File: config.mk
export PLATFORM = sky130hd
export DESIGN_NAME = multi_cycle_control_flat
export DESIGN_NICKNAME = d
export VERILOG_FILES = /design/src/rtl/mips_pkg.sv /design/src/rtl/multi_cycle_control_if.sv /design/src/rtl/multi_cycle_control.sv /design/src/flat_wrapper.sv
export SDC_FILE = /design/constraint.sdc
export NUM_CORES = 1
export LEC_CHECK = 0
export CAP_MARGIN = 0
export CORE_MARGIN = 1.5
export CORE_UTILIZATION = 52
export CTS_BUF_LIST = sky130_fd_sc_hd__clkbuf_4 sky130_fd_sc_hd__clkbuf_8
export DETAILED_ROUTE_END_ITERATION = 7
export GPL_TIMING_DRIVEN = 0
export PLACE_DENSITY = 0.93
export SETUP_SLACK_MARGIN = 0.02
export SYNTH_ARGS = -nofsm -noshare
export SYNTH_HDL_FRONTEND = slang
export SYNTH_SLANG_ARGS = --single-unit
export TNS_END_PERCENT = 20
File: constraint.sdc
create_clock -name clk -period 5.7 [get_ports clk]
set_clock_uncertainty 0.05 [all_clocks]
set_input_delay 1.425 -clock clk [delete_from_list [all_inputs] [get_ports clk]]
set_output_delay 1.425 -clock clk [all_outputs]
set_load 0.01 [all_outputs]
File: src/rtl/mips_pkg.sv
// Shared MIPS-32 encodings: opcodes, ALU/mux selects and
// multicycle control state codes.
package mips_pkg;

   localparam logic [5:0] R_TYPE     = 6'b000000;
   localparam logic [5:0] LOAD_WORD  = 6'b100011;
   localparam logic [5:0] STORE_WORD = 6'b101011;
   localparam logic [5:0] BRANCH_EQ  = 6'b000100;
   localparam logic [5:0] JUMP       = 6'b000010;

   localparam logic [1:0] ALU_ADD   = 2'b00;
   localparam logic [1:0] ALU_SUB   = 2'b01;
   localparam logic [1:0] ALU_FUNCT = 2'b10;

   localparam logic [1:0] SRCB_REG     = 2'b00;
   localparam logic [1:0] SRCB_FOUR    = 2'b01;
   localparam logic [1:0] SRCB_IMM     = 2'b10;
   localparam logic [1:0] SRCB_IMM_SH2 = 2'b11;

   localparam logic [1:0] PCSRC_ALU    = 2'b00;
   localparam logic [1:0] PCSRC_ALUOUT = 2'b01;
   localparam logic [1:0] PCSRC_JUMP   = 2'b10;

   typedef enum logic [3:0] {
      S_FETCH  = 4'd0,
      S_DECODE = 4'd1,
      S_MEMADR = 4'd2,
      S_MEMRD  = 4'd3,
      S_MEMWB  = 4'd4,
      S_MEMWR  = 4'd5,
      S_EXEC   = 4'd6,
      S_RWB    = 4'd7,
      S_BEQ    = 4'd8,
      S_JUMP   = 4'd9,
      S_HALT   = 4'd10
   } state_t;

endpackage

File: src/rtl/multi_cycle_control_if.sv
// Control <-> datapath bundle for the multicycle MIPS core.
// master = control unit, slave = datapath/memory side.
interface multi_cycle_control_if;

   logic [5:0]  opcode;
   logic        mem_ready;
   logic        pcwrite;
   logic        pcwritecond;
   logic        iord;
   logic        memread;
   logic        memwrite;
   logic        irwrite;
   logic        memtoreg;
   logic        regdst;
   logic        regwrite;
   logic        alusrca;
   logic [1:0]  alusrcb;
   logic [1:0]  aluop;
   logic [1:0]  pcsource;
   logic        illegal;
   logic [3:0]  state;
   logic [31:0] retired;

   modport master (
      input  opcode, mem_ready,
      output pcwrite, pcwritecond, iord, memread, memwrite,
      output irwrite, memtoreg, regdst, regwrite, alusrca,
      output alusrcb, aluop, pcsource, illegal, state, retired
   );

   modport slave (
      output opcode, mem_ready,
      input  pcwrite, pcwritecond, iord, memread, memwrite,
      input  irwrite, memtoreg, regdst, regwrite, alusrca,
      input  alusrcb, aluop, pcsource, illegal, state, retired
   );

endinterface

File: src/rtl/multi_cycle_control.sv
// Main control FSM of the multicycle MIPS-32 datapath: sequences
// fetch/decode/execute/memory/writeback and counts retirements.
module multi_cycle_control #(
   parameter bit HALT_ON_ILLEGAL = 1'b1
) (
   input logic                  clk,
   input logic                  rst,
   multi_cycle_control_if.master bus
);
   import mips_pkg::*;

   state_t      cur;
   state_t      nxt;
   logic        retire;
   logic        ill_pulse;
   logic        illegal_q;
   logic [31:0] retired_q;

   always_comb begin
      nxt       = S_FETCH;
      retire    = 1'b0;
      ill_pulse = 1'b0;
      unique case (cur)
         S_FETCH:  nxt = bus.mem_ready ? S_DECODE : S_FETCH;
         S_DECODE: begin
            case (bus.opcode)
               LOAD_WORD, STORE_WORD: nxt = S_MEMADR;
               R_TYPE:                nxt = S_EXEC;
               BRANCH_EQ:             nxt = S_BEQ;
               JUMP:                  nxt = S_JUMP;
               default: begin
                  if (HALT_ON_ILLEGAL) begin
                     nxt = S_HALT;
                  end else begin
                     nxt       = S_FETCH;
                     retire    = 1'b1;
                     ill_pulse = 1'b1;
                  end
               end
            endcase
         end
         S_MEMADR: begin
            if (bus.opcode == STORE_WORD)     nxt = S_MEMWR;
            else if (bus.opcode == LOAD_WORD) nxt = S_MEMRD;
            else                              nxt = S_FETCH;
         end
         S_MEMRD:  nxt = bus.mem_ready ? S_MEMWB : S_MEMRD;
         S_MEMWB: begin
            nxt    = S_FETCH;
            retire = 1'b1;
         end
         S_MEMWR: begin
            nxt    = bus.mem_ready ? S_FETCH : S_MEMWR;
            retire = bus.mem_ready;
         end
         S_EXEC:   nxt = S_RWB;
         S_RWB, S_BEQ, S_JUMP: begin
            nxt    = S_FETCH;
            retire = 1'b1;
         end
         S_HALT:   nxt = S_HALT;
         default:  nxt = S_FETCH;
      endcase
   end

   always_ff @(posedge clk or posedge rst) begin
      if (rst) begin
         cur       <= S_FETCH;
         retired_q <= '0;
         illegal_q <= 1'b0;
      end else begin
         cur       <= nxt;
         illegal_q <= (nxt == S_HALT) || ill_pulse;
         if (retire) retired_q <= retired_q + 32'd1;
      end
   end

   // Enables are gated by rst so an in-flight access dies at once.
   always_comb begin
      bus.pcwrite     = 1'b0;
      bus.pcwritecond = 1'b0;
      bus.iord        = 1'b0;
      bus.memread     = 1'b0;
      bus.memwrite    = 1'b0;
      bus.irwrite     = 1'b0;
      bus.memtoreg    = 1'b0;
      bus.regdst      = 1'b0;
      bus.regwrite    = 1'b0;
      bus.alusrca     = 1'b0;
      bus.alusrcb     = SRCB_REG;
      bus.aluop       = ALU_ADD;
      bus.pcsource    = PCSRC_ALU;
      unique case (cur)
         S_FETCH: begin
            bus.memread = 1'b1;
            bus.alusrcb = SRCB_FOUR;
            bus.irwrite = bus.mem_ready;
            bus.pcwrite = bus.mem_ready;
         end
         S_DECODE: bus.alusrcb = SRCB_IMM_SH2;
         S_MEMADR: begin
            bus.alusrca = 1'b1;
            bus.alusrcb = SRCB_IMM;
         end
         S_MEMRD: begin
            bus.memread = 1'b1;
            bus.iord    = 1'b1;
         end
         S_MEMWB: begin
            bus.regwrite = 1'b1;
            bus.memtoreg = 1'b1;
         end
         S_MEMWR: begin
            bus.memwrite = 1'b1;
            bus.iord     = 1'b1;
         end
         S_EXEC: begin
            bus.alusrca = 1'b1;
            bus.aluop   = ALU_FUNCT;
         end
         S_RWB: begin
            bus.regwrite = 1'b1;
            bus.regdst   = 1'b1;
         end
         S_BEQ: begin
            bus.alusrca     = 1'b1;
            bus.aluop       = ALU_SUB;
            bus.pcwritecond = 1'b1;
            bus.pcsource    = PCSRC_ALUOUT;
         end
         S_JUMP: begin
            bus.pcwrite  = 1'b1;
            bus.pcsource = PCSRC_JUMP;
         end
         default: ;
      endcase
      if (rst) begin
         bus.pcwrite     = 1'b0;
         bus.pcwritecond = 1'b0;
         bus.irwrite     = 1'b0;
         bus.regwrite    = 1'b0;
         bus.memwrite    = 1'b0;
         bus.memread     = 1'b0;
      end
   end

   assign bus.state   = cur;
   assign bus.illegal = illegal_q;
   assign bus.retired = retired_q;

endmodule

File: src/flat_wrapper.sv
// flat-port wrapper written by rule: the top's interface ports become plain ports
module multi_cycle_control_flat import mips_pkg::*;
#(
   parameter bit HALT_ON_ILLEGAL = 1'b1
)
  (clk, rst, bus_opcode, bus_mem_ready, bus_pcwrite, bus_pcwritecond, bus_iord, bus_memread, bus_memwrite, bus_irwrite, bus_memtoreg, bus_regdst, bus_regwrite, bus_alusrca, bus_alusrcb, bus_aluop, bus_pcsource, bus_illegal, bus_state, bus_retired);
  multi_cycle_control_if bus_i ();
  input logic clk;
  input logic rst;
  input wire logic [$bits(bus_i.opcode)-1:0] bus_opcode;
  input wire logic [$bits(bus_i.mem_ready)-1:0] bus_mem_ready;
  output wire logic [$bits(bus_i.pcwrite)-1:0] bus_pcwrite;
  output wire logic [$bits(bus_i.pcwritecond)-1:0] bus_pcwritecond;
  output wire logic [$bits(bus_i.iord)-1:0] bus_iord;
  output wire logic [$bits(bus_i.memread)-1:0] bus_memread;
  output wire logic [$bits(bus_i.memwrite)-1:0] bus_memwrite;
  output wire logic [$bits(bus_i.irwrite)-1:0] bus_irwrite;
  output wire logic [$bits(bus_i.memtoreg)-1:0] bus_memtoreg;
  output wire logic [$bits(bus_i.regdst)-1:0] bus_regdst;
  output wire logic [$bits(bus_i.regwrite)-1:0] bus_regwrite;
  output wire logic [$bits(bus_i.alusrca)-1:0] bus_alusrca;
  output wire logic [$bits(bus_i.alusrcb)-1:0] bus_alusrcb;
  output wire logic [$bits(bus_i.aluop)-1:0] bus_aluop;
  output wire logic [$bits(bus_i.pcsource)-1:0] bus_pcsource;
  output wire logic [$bits(bus_i.illegal)-1:0] bus_illegal;
  output wire logic [$bits(bus_i.state)-1:0] bus_state;
  output wire logic [$bits(bus_i.retired)-1:0] bus_retired;
  assign bus_i.opcode = bus_opcode;
  assign bus_i.mem_ready = bus_mem_ready;
  assign bus_pcwrite = bus_i.pcwrite;
  assign bus_pcwritecond = bus_i.pcwritecond;
  assign bus_iord = bus_i.iord;
  assign bus_memread = bus_i.memread;
  assign bus_memwrite = bus_i.memwrite;
  assign bus_irwrite = bus_i.irwrite;
  assign bus_memtoreg = bus_i.memtoreg;
  assign bus_regdst = bus_i.regdst;
  assign bus_regwrite = bus_i.regwrite;
  assign bus_alusrca = bus_i.alusrca;
  assign bus_alusrcb = bus_i.alusrcb;
  assign bus_aluop = bus_i.aluop;
  assign bus_pcsource = bus_i.pcsource;
  assign bus_illegal = bus_i.illegal;
  assign bus_state = bus_i.state;
  assign bus_retired = bus_i.retired;
  multi_cycle_control #(.HALT_ON_ILLEGAL(HALT_ON_ILLEGAL)) u_core (.clk(clk), .rst(rst), .bus(bus_i));
endmodule
==> results.toml, run 1 <==
[grt]
grt_max_degree = 22
grt_pass1_vias = 1705
antenna_found_initial = 0
grt_first_pass_wirelength_um = 7962
grt_remaining_overflow = 0
grtUsageTotal_pct = 24.56

[clock_tree]
post_cts.resized_instances = 0
h_tree_level_count = 2
cts.hold.buffers_added = 0
tritoncts_clock_tree = "yes"
cts_buffer_depth = 2
ctsRootBufferMaster = "sky130_fd_sc_hd__clkbuf_8"
worstSkewPairLatency_ps = 300
tritoncts.num_buffers = 5
clkSlewWorstSetupHoldPaths_ps = 70
cts_setup_buffers = 0
numClockSinks = 37

[job]
max-cap-violations = 0

[power_and_ir_drop]
share_clk_of_total_power_pct = 26.7
worst_ir_drop_vdd_uv = 266.3
net_switching_uw = 350.7
power-per-cell-area_nw_per_um2 = 363.1
seq_power_share_pct = 32.6
combinational_share_of_power_pct = 40.6
power.total_uw = 1025
static-leakage-power_uw = 0.001199
power.share.switching_pct = 34.20
power_report.internal_total_uw = 674.7

[synthesis]
post_synth_main_area_contributors = "sky130_fd_sc_hd__dfrtp_1 47%, sky130_fd_sc_hd__xnor2_1 9.3%, sky130_fd_sc_hd__xor2_1 5.3%, sky130_fd_sc_hd__nand2_1 3.4%, sky130_fd_sc_hd__nand4_1 3.1%"
synth.cells.most_frequent = "37 x sky130_fd_sc_hd__dfrtp_1, 21 x sky130_fd_sc_hd__xnor2_1, 18 x sky130_fd_sc_hd__nand2_1"
synth_edf_count = 0
synth_top_flop_cell = "sky130_fd_sc_hd__dfrtp_1"
synthMostInstantiatedCell = "sky130_fd_sc_hd__dfrtp_1"
netlist_instances = 200
syn-mean-instance-area_um2 = 9.941
synth_seq_cells = 37
synth.cell_area_um2 = 1988
synthDominantAreaCellType = "sky130_fd_sc_hd__dfrtp_1"
net_count_synth = 210
async_flop_share_pct = 100.0
total_number_of_yosys_warnings = 0
synth_sequential_area_ratio_pct = 46.57
synth_top_area_share_pct = 46.57
synthDistinctLibCells = 40

[floorplanning]
floorplan.initialDensity_pct = 54.31
fp-row-count = 22
area_enclosed_by_the_die_boundary_um2 = 4204
design.core.area_um2 = 3661
io_pins = 62
floorplan.die.width_um = 64.84
die_h_um = 64.84

[sta]
setup_tns_ps = 0
final.period_utilization_pct = 83.05
tightest_slew_ps = 768.9
unrepaired_setup_endpoints_after_global_routing = "no"
relSlewSlack_pct = 48.68
finalMaxSlewViolations = 0
timing.fmax_ghz = 0.2112
finalCriticalPeriod_ps = 4734
setup_viol = 0
hold_viol_final = 0

[hold_path]
min_path_type = "reg -> reg"

[drt]
drt_total_wl_um = 4616
drt_iter0_markers = 111
detail-route-antenna-nets = 0
detail_route.vias_per_cell = 5.440
drc = 0
avgRoutedWirePerCell_um = 14.52
firstDrtPassIters = 4
vias = 1730

[final_layout]
layout-drive-gt1-share_pct = 7.407
multi_input_area_um2 = 1007
layout-area-overhead-vs-synth_pct = 42.04
fin_nets = 279
seq_area_um2 = 925.9
fillerInstances = 247
antenna-diode-count = 0

[placed_design]
gpl.final_weighted_congestion = 0.9079
port_buffers = 61
detailedPlacementHpwl_um = 3312

[worst_setup_path]
critPathMaxFanout = 18
timing.setup.critical_path_class = "in -> out"
cp.arrival_ps = 3260
critical_path.startpoint_type = "primary input"
timing.critical_path.required_ps = 4220
setup.reg_to_reg.worst_slack_ps = 3370
endpoint_type_of_the_worst_setup_path = "output pin"

[status]
outcome = "completed"
cells by family (layout without fill, tap and decap cells):
family          after synthesis  in the layout  share of synthesized area, %
compound gates               17             17                         6.168
buf+inv                      13             83                         2.769
xor+xnor                     33             33                         14.54
mux                           1              1                        0.5664
fa+ha+maj                     1              1                        0.6292
flops                        37             37                         46.57
simple gates                 98             98                         28.76
through the flow:
stage               instances  area, µm²  setup slack [ps]  hold slack, ps  util (%)
global placement          309       2659             453.0           413.4     72.62
global route              318       2824             800.5           459.6     77.14
detailed placement        310       2686             930.6           417.5     73.38
finish                    318       2824             966.2           430.1     77.14
CTS                       318       2824             940.1           430.6     77.14
floorplan                 200       1988              1767           457.6         -
power by group through the flow:
stage	combinational, µW	sequential (µW)	clock [µW]
5_1_grt	450	339	289
3_3_place_gp	401	337	0
2_1_floorplan	227	343	0
3_5_place_dp	414	337	0
4_1_cts	417	334	277
6_report	417	335	274
worst paths after layout:
kind | startpoint | endpoint | depth (start not counted)
max | rst | bus_pcwrite | 4
min | u_core.bus.retired[31] | u_core.bus.retired[31] | 1
max reg2reg | u_core.bus.state[3] | u_core.bus.retired[31] | 6
min reg2reg | u_core.bus.retired[31] | u_core.bus.retired[31] | 1
max in group asynchronous | rst | u_core.bus.retired[31] | 3
min in group asynchronous | rst | u_core.bus.state[0] | 2
critical path: stages:
cell and delay, ps:
sky130_fd_sc_hd__clkdlybuf4s50_1 500, sky130_fd_sc_hd__inv_1 610, sky130_fd_sc_hd__a21o_1 190, sky130_fd_sc_hd__clkdlybuf4s50_1 530
cell usage in the layout (no fill, tap or decap), types with 6 or more instances in the layout:
cell	Yosys	routed
sky130_fd_sc_hd__nand2b_1	7	7
sky130_fd_sc_hd__xnor2_1	21	21
sky130_fd_sc_hd__nand3_1	12	12
sky130_fd_sc_hd__nor3_1	12	12
sky130_fd_sc_hd__nand4_1	10	10
sky130_fd_sc_hd__clkdlybuf4s50_1	0	61
sky130_fd_sc_hd__nand2_1	18	18
sky130_fd_sc_hd__a21oi_1	6	6
sky130_fd_sc_hd__dfrtp_1	37	37
sky130_fd_sc_hd__inv_1	7	7
sky130_fd_sc_hd__xor2_1	12	12
sky130_fd_sc_hd__nor2_1	13	13
cell type report:
type	instances	share of cell area, %
Inverter	7	0.9304
Multi-Input combinational cell	150	35.67
Buffer	6	1.019
Clock buffer	5	2.437
Tap cell	48	2.127
Timing Repair Buffer	62	22.60
Clock inverter	3	2.437
Sequential cell	37	32.79
registers in the layout, indices dropped and copies added (netlist names):
name	cells
u_core.bus.retired	32
u_core.bus.state	4
u_core.bus.illegal	1
per-layer routing:
| layer | wire (µm) | track usage, % | up-vias |
|---|---|---|---|
| li1 | - | - | 844 |
| met4 | 92 | 11.17 | 0 |
| met1 | 2038 | 31.51 | 827 |
| met3 | 180 | 4.688 | 8 |
| met2 | 2304 | 40.21 | 51 |
| met5 | 0 | 0 | - |
Note: power is estimated with default switching activity, not from simulation.
==> run 2: changes to the inputs <==
Settings changed: CORE_UTILIZATION 52 to 43, PLACE_DENSITY 0.93 to 0.83.
Clock period 5.7 ns to 4.2 ns, I/O delays scaled along.
==> run 2 against run 1 <==
Compared with the run above: wire length down 1.5%; non-clock buffer count down 1; flip-flop and latch count unchanged; worst hold slack better by 4.3 ps; die area up 20%; count of clock-buffer cells in the layout unchanged.
==> results.toml, run 2 (synthesis results as in run 1) <==
[status]
outcome = "completed"

[clock_tree]
tritoncts_clock_tree = "yes"
clkSlewWorstSetupHoldPaths_ps = 80
ctsRootBufferMaster = "sky130_fd_sc_hd__clkbuf_8"
numClockSinks = 37
cts_setup_buffers = 0
tritoncts.num_buffers = 5
worstSkewPairLatency_ps = 290
h_tree_level_count = 2
cts_buffer_depth = 2

[sta]
relSlewSlack_pct = 60.38
timing.fmax_ghz = 0.2632
hold_ws_ps = 434.4
finalMaxSlewViolations = 0
tightest_slew_ps = 591.8
final.period_utilization_pct = 90.47
unrepaired_setup_endpoints_after_global_routing = "no"
finalCriticalPeriod_ps = 3800
hold_viol_final = 0
worst_slack_ps = 400.1
setup_viol = 0

[power_and_ir_drop]
worst_ir_drop_vdd_uv = 259.0
power-per-cell-area_nw_per_um2 = 491.3
static-leakage-power_uw = 0.001185
power.total_uw = 1377

[worst_setup_path]
cp.arrival_ps = 2700
critical_path.startpoint_type = "primary input"
endpoint_type_of_the_worst_setup_path = "output pin"
critPathMaxFanout = 38
timing.setup.critical_path_class = "in -> out"
timing.critical_path.required_ps = 3100

[floorplanning]
die_h_um = 71.00
area_enclosed_by_the_die_boundary_um2 = 5040
floorplan.initialDensity_pct = 45.04
io_pins = 62
fp-row-count = 24
floorplan.die.width_um = 71.00
design.core.area_um2 = 4414

[grt]
antenna_found_initial = 0
grt_max_degree = 39
grt_remaining_overflow = 0
grt_pass1_vias = 1596
grtUsageTotal_pct = 19.37
grt_first_pass_wirelength_um = 7721

[job]
max-cap-violations = 0

[drt]
vias = 1724
detail-route-antenna-nets = 0
drc = 0
drt_total_wl_um = 4548
detail_route.vias_per_cell = 5.371
avgRoutedWirePerCell_um = 14.17
firstDrtPassIters = 4
drt_iter0_markers = 76

[final_layout]
layout-drive-gt1-share_pct = 7.435
fin_area_um2 = 2804
final_cell_mix = "61 x sky130_fd_sc_hd__clkdlybuf4s50_1, 37 x sky130_fd_sc_hd__dfrtp_1, 21 x sky130_fd_sc_hd__xnor2_1"
stdcell_count = 321
layout-area-overhead-vs-synth_pct = 41.03
largest_reg_flops = 32
layout_commonest_cell = "sky130_fd_sc_hd__clkdlybuf4s50_1"
antenna-diode-count = 0
fin_nets = 278

[placed_design]
dpl_cell_area_um2 = 2664
detailedPlacementHpwl_um = 3276
port_buffers = 61
gpl.final_weighted_congestion = 0.8579
dp.cells = 313
place_worst_setup_slack_ps = 128.1

[hold_path]
min_path_type = "reg -> reg"
==> run 2: cell types whose count changed in the layout (fill, tap and decap cells not counted), sizes merged <==
cell,before,now
buf,6,5
==> run 2: worst paths after layout <==
check,start,endpoint,slack (ps),depth (start not counted)
setup / recovery,rst,bus_pcwrite,400,4
hold / removal,u_core.bus.retired[14],u_core.bus.retired[14],430,1
setup reg to reg,u_core.bus.state[3],u_core.bus.retired[31],1890,6
hold reg to reg,u_core.bus.retired[14],u_core.bus.retired[14],430,1
max in group asynchronous,rst,u_core.bus.retired[16],2540,2
min in group asynchronous,rst,u_core.bus.retired[2],1230,2
==> run 2: repair_timing <==
action	CTS	global route
gates resized for setup	0	2
endpoints found under the setup margin	0	1
hold buffers	0	0
endpoints found under the hold margin	0	0
==> run 2: metrics by stage <==
step                util (%)  setup TNS [ps]
global placement       60.35          -336.1
CTS                    63.46               0
finish                 63.52               0
global route           63.52               0
floorplan                  -               0
detailed placement     60.35               0
==> run 2: power by group <==
part	total [µW]	switching, µW	internal [µW]	leakage, µW
Clock	371	132	239	0.0000687
Combinational	555	279	277	0.000617
Sequential	451	53.9	397	0.000500
==> run 2: metal layers <==
metal	wire [µm]	vias to the layer above	share of wire, %	GRT usage (%)
met2	2349	45	52	32.71
met1	1938	830	43	24.41
li1	-	841	-	-
met4	87	0	1.9	8.386
met3	173	8	3.8	3.419
met5	0	-	0	0
==> run 2: final cells by class <==
class,instances,area [µm²]
buffer,6,28.78
clock buffer,5,68.82
clock inverter,3,68.82
fill,367,1610
inverter,7,28.78
multi-input combinational,150,1007
sequential,37,925.9
tap,52,65.06
timing repair buffer,61,610.6
==> run 2: critical path, stage by stage <==
cell                              delay, ps
sky130_fd_sc_hd__clkdlybuf4s50_1        540
sky130_fd_sc_hd__inv_4                  410
sky130_fd_sc_hd__a21o_1                 170
sky130_fd_sc_hd__clkdlybuf4s50_1        530
==> variant, RTL diff (flow settings as in run 2) <==
`HALT_ON_ILLEGAL` is set to 1'b1 in 2 places; all go to 1'b0.
--- a/src/rtl/multi_cycle_control.sv
+++ b/src/rtl/multi_cycle_control.sv
@@ -1,7 +1,7 @@
 // Main control FSM of the multicycle MIPS-32 datapath: sequences
 // fetch/decode/execute/memory/writeback and counts retirements.
 module multi_cycle_control #(
-   parameter bit HALT_ON_ILLEGAL = 1'b1
+   parameter bit HALT_ON_ILLEGAL = 1'b0
 ) (
    input logic                  clk,
    input logic                  rst,
--- a/src/flat_wrapper.sv
+++ b/src/flat_wrapper.sv
@@ -1,7 +1,7 @@
 // flat-port wrapper written by rule: the top's interface ports become plain ports
 module multi_cycle_control_flat import mips_pkg::*;
 #(
-   parameter bit HALT_ON_ILLEGAL = 1'b1
+   parameter bit HALT_ON_ILLEGAL = 1'b0
 )
   (clk, rst, bus_opcode, bus_mem_ready, bus_pcwrite, bus_pcwritecond, bus_iord, bus_memread, bus_memwrite, bus_irwrite, bus_memtoreg, bus_regdst, bus_regwrite, bus_alusrca, bus_alusrcb, bus_aluop, bus_pcsource, bus_illegal, bus_state, bus_retired);
   multi_cycle_control_if bus_i ();
Check against the original RTL: not equivalent (a bounded check fails within 4 cycles, from zero or initial values and one cycle with rst high).
==> variant against run 2 <==
Sequential share of layout area down 0.18 points; count of clock-buffer cells in the layout up 1; utilization decreased by 0.52 points; die area is 3.0% higher; worst setup slack lost 0.12 ns; design area increased by 0.54%; area after synthesis up 3.1%; first-iteration DRC count grew 32%; maximum frequency is 3.0% lower; wire length up 5.7%; sequential cell count is the same; hold slack better by 0.013 ns; critical endpoint is now bus_irwrite; largest cell class unchanged; highest routed layer unchanged.
Power is not compared: it rests on default switching activity, and its combinational part moved more than twofold at a synthesized area within 25%.
==> variant: results (changes against run 2) <==
* Share of cells above drive strength 1 at 0.06294 (-0.01141)
* Worst min path class: reg2reg
* Actual slew at the worst max-slew pin at 0.7365 ns (+0.1447 ns)
* Pin count of the biggest net entering global routing at 39 (unchanged)
* H-tree depth at 2 (unchanged)
* Crit-path leading delay family: buffers and inverters
* Overall routing resource usage at 0.1922 (-0.001498)
* DP HPWL at 3456 microns (+5.5%)
* Clk root buf: clkbuf_8
* First-pass GRT wire length at 8135 microns (+5.4%)
* Register area share after synthesis at 0.4515 (-0.01421)
* Synth cell count leaders: dfrtp_1 (37), nor2_1 (20), xnor2_1 (17), nor3_1 (16), xor2_1 (16)
* Initial antenna violation count at 0 (unchanged)
* DR vias/cell at 5.562 (+3.6%)
* WP data arrival at 2.82 ns (+0.12 ns)
* N_diodes at 0 (unchanged)
* Outcome: finished clean
* Synth area leaders: dfrtp_1 (45%), xnor2_1 (7.3%), xor2_1 (6.8%)
* Crit path max fanout at 38 (unchanged)
* Nets at 296 (+6.5%)
* Unique masters post-synth at 41 (+2.5%)
* Max FFs per register at 32 (unchanged)
* NetSw at 0.0002589 W
* Clock transition at path regs at ~0.07 ns
* CTS Buf Count at 5 (unchanged)
* Worst-Skew Late Latency at 0.28 ns
* Initial drt markers at 100 (+32%)
* Clk buf depth at 2 (unchanged)
* CP peak stage delay at approximately 0.55 ns
* Ys flop type: dfrtp_1
* Crit-path slowest cell: clkdlybuf4s50_1
* LEAKAGE at between 1 and 1.5 nW
* Postcts setup bufs at 0 (unchanged)
* Async SR Flop Fraction at 1.000 (unchanged)
* Routability cong. at 0.9186 (+7.1%)
* Vias in the first global route at 1823 (+14%)
* Syn_nets at 228 (+8.6%)
* IO buf count at 61 (unchanged)
* DP Worst Slack at 0.02027 ns (-0.1078 ns)
* Total number of yosys warnings at 0 (unchanged)
* DR pass1 iterations at 4 (unchanged)
* Worst vdd ir at between 0.2 and 0.3 mV
* Number of fill cells at 369 (+0.54%)
* Routed wire length at 4808 microns (+5.7%)
variant: cell count changes after synthesis, sizes merged, moves of 2 or more:
cell	run 2	this run
a21oi	6	9
clkbuf	1	5
nand2	19	15
nand2b	8	6
nor2	13	20
nor3	12	16
nor3b	1	3
nor4b	2	0
xnor2	21	17
xor2	12	16
variant: kinds of logic (layout without fill, tap and decap cells):
kind of cell	Yosys count	after routing	synth area share
and+or+nand+nor	109	109	0.2947
muxes	2	2	0.01037
buffers and inverters	16	84	0.03417
xor gates and xnor gates	33	33	0.1409
AOI/OAI and AO/OA	20	20	0.06224
DFF	37	37	0.4515
adders and majority gates	1	1	0.006100
variant: what timing repair did:
| item | CTS | global route |
|---|---|---|
| hold buffers | 0 | 0 |
| setup endpoints to repair | 1 | 0 |
| resized for setup | 1 | 0 |
variant: metrics by stage:
stage	power (W)	cells	TNS (ns)	cell area, sq um	hold WS [ns]
after global routing	0.0009290	338	0	2819	0.4714
after detailed placement	0.0006384	331	0	2726	0.4396
after floorplan	0.0005322	218	0	2051	0.4567
final	0.0008838	338	0	2819	0.4476
after global placement	0.0006325	331	-0.4874	2726	0.4300
after CTS	0.0008875	338	0	2819	0.4498
variant: cell type report:
cell class	instances	area share
sequential	37	0.3285
clock inverter	1	0.002663
multi-input combinational	165	0.3742
clock buffer	6	0.02929
inverter	7	0.01021
tap	52	0.02308
timing repair buffer	61	0.2166
buffer	9	0.01553
variant: power groups by stage:
| stage | Combinational, W | Sequential [W] | Clock [W] |
|---|---|---|---|
| 4_1_cts | 0.000204 | 0.000429 | 0.000254 |
| 3_5_place_dp | 0.000202 | 0.000436 | 0 |
| 6_report | 0.000203 | 0.000429 | 0.000252 |
| 5_1_grt | 0.000221 | 0.000435 | 0.000273 |
| 2_1_floorplan | 0.0000912 | 0.000441 | 0 |
| 3_3_place_gp | 0.000199 | 0.000434 | 0 |
variant: layer usage:
metal  up-vias  global-route usage  share of wire
met3         4             0.03611          0.047
li1        909                   -              -
met4         0             0.04193         0.0071
met1       904              0.2681           0.47
met2        63              0.3138           0.48
met5         -                   0              0
variant: path summary, 6_finish.rpt:
check / from / end / slack [ns] / cells after the start
worst min-delay path: u_core.bus.retired[31]$_DFFE_PP0P_ / u_core.bus.retired[31]$_DFFE_PP0P_ / 0.45 / 1
min in group asynchronous: rst / u_core.bus.retired[24]$_DFFE_PP0P_ / 1.24 / 2
worst max-delay path: rst / bus_irwrite / 0.28 / 4
worst min register to register: u_core.bus.retired[31]$_DFFE_PP0P_ / u_core.bus.retired[31]$_DFFE_PP0P_ / 0.45 / 1
worst max register to register: u_core.bus.state[3]$_DFF_PP0_ / u_core.bus.retired[31]$_DFFE_PP0P_ / 1.93 / 5
max in group asynchronous: rst / u_core.bus.retired[3]$_DFFE_PP0P_ / 2.53 / 2
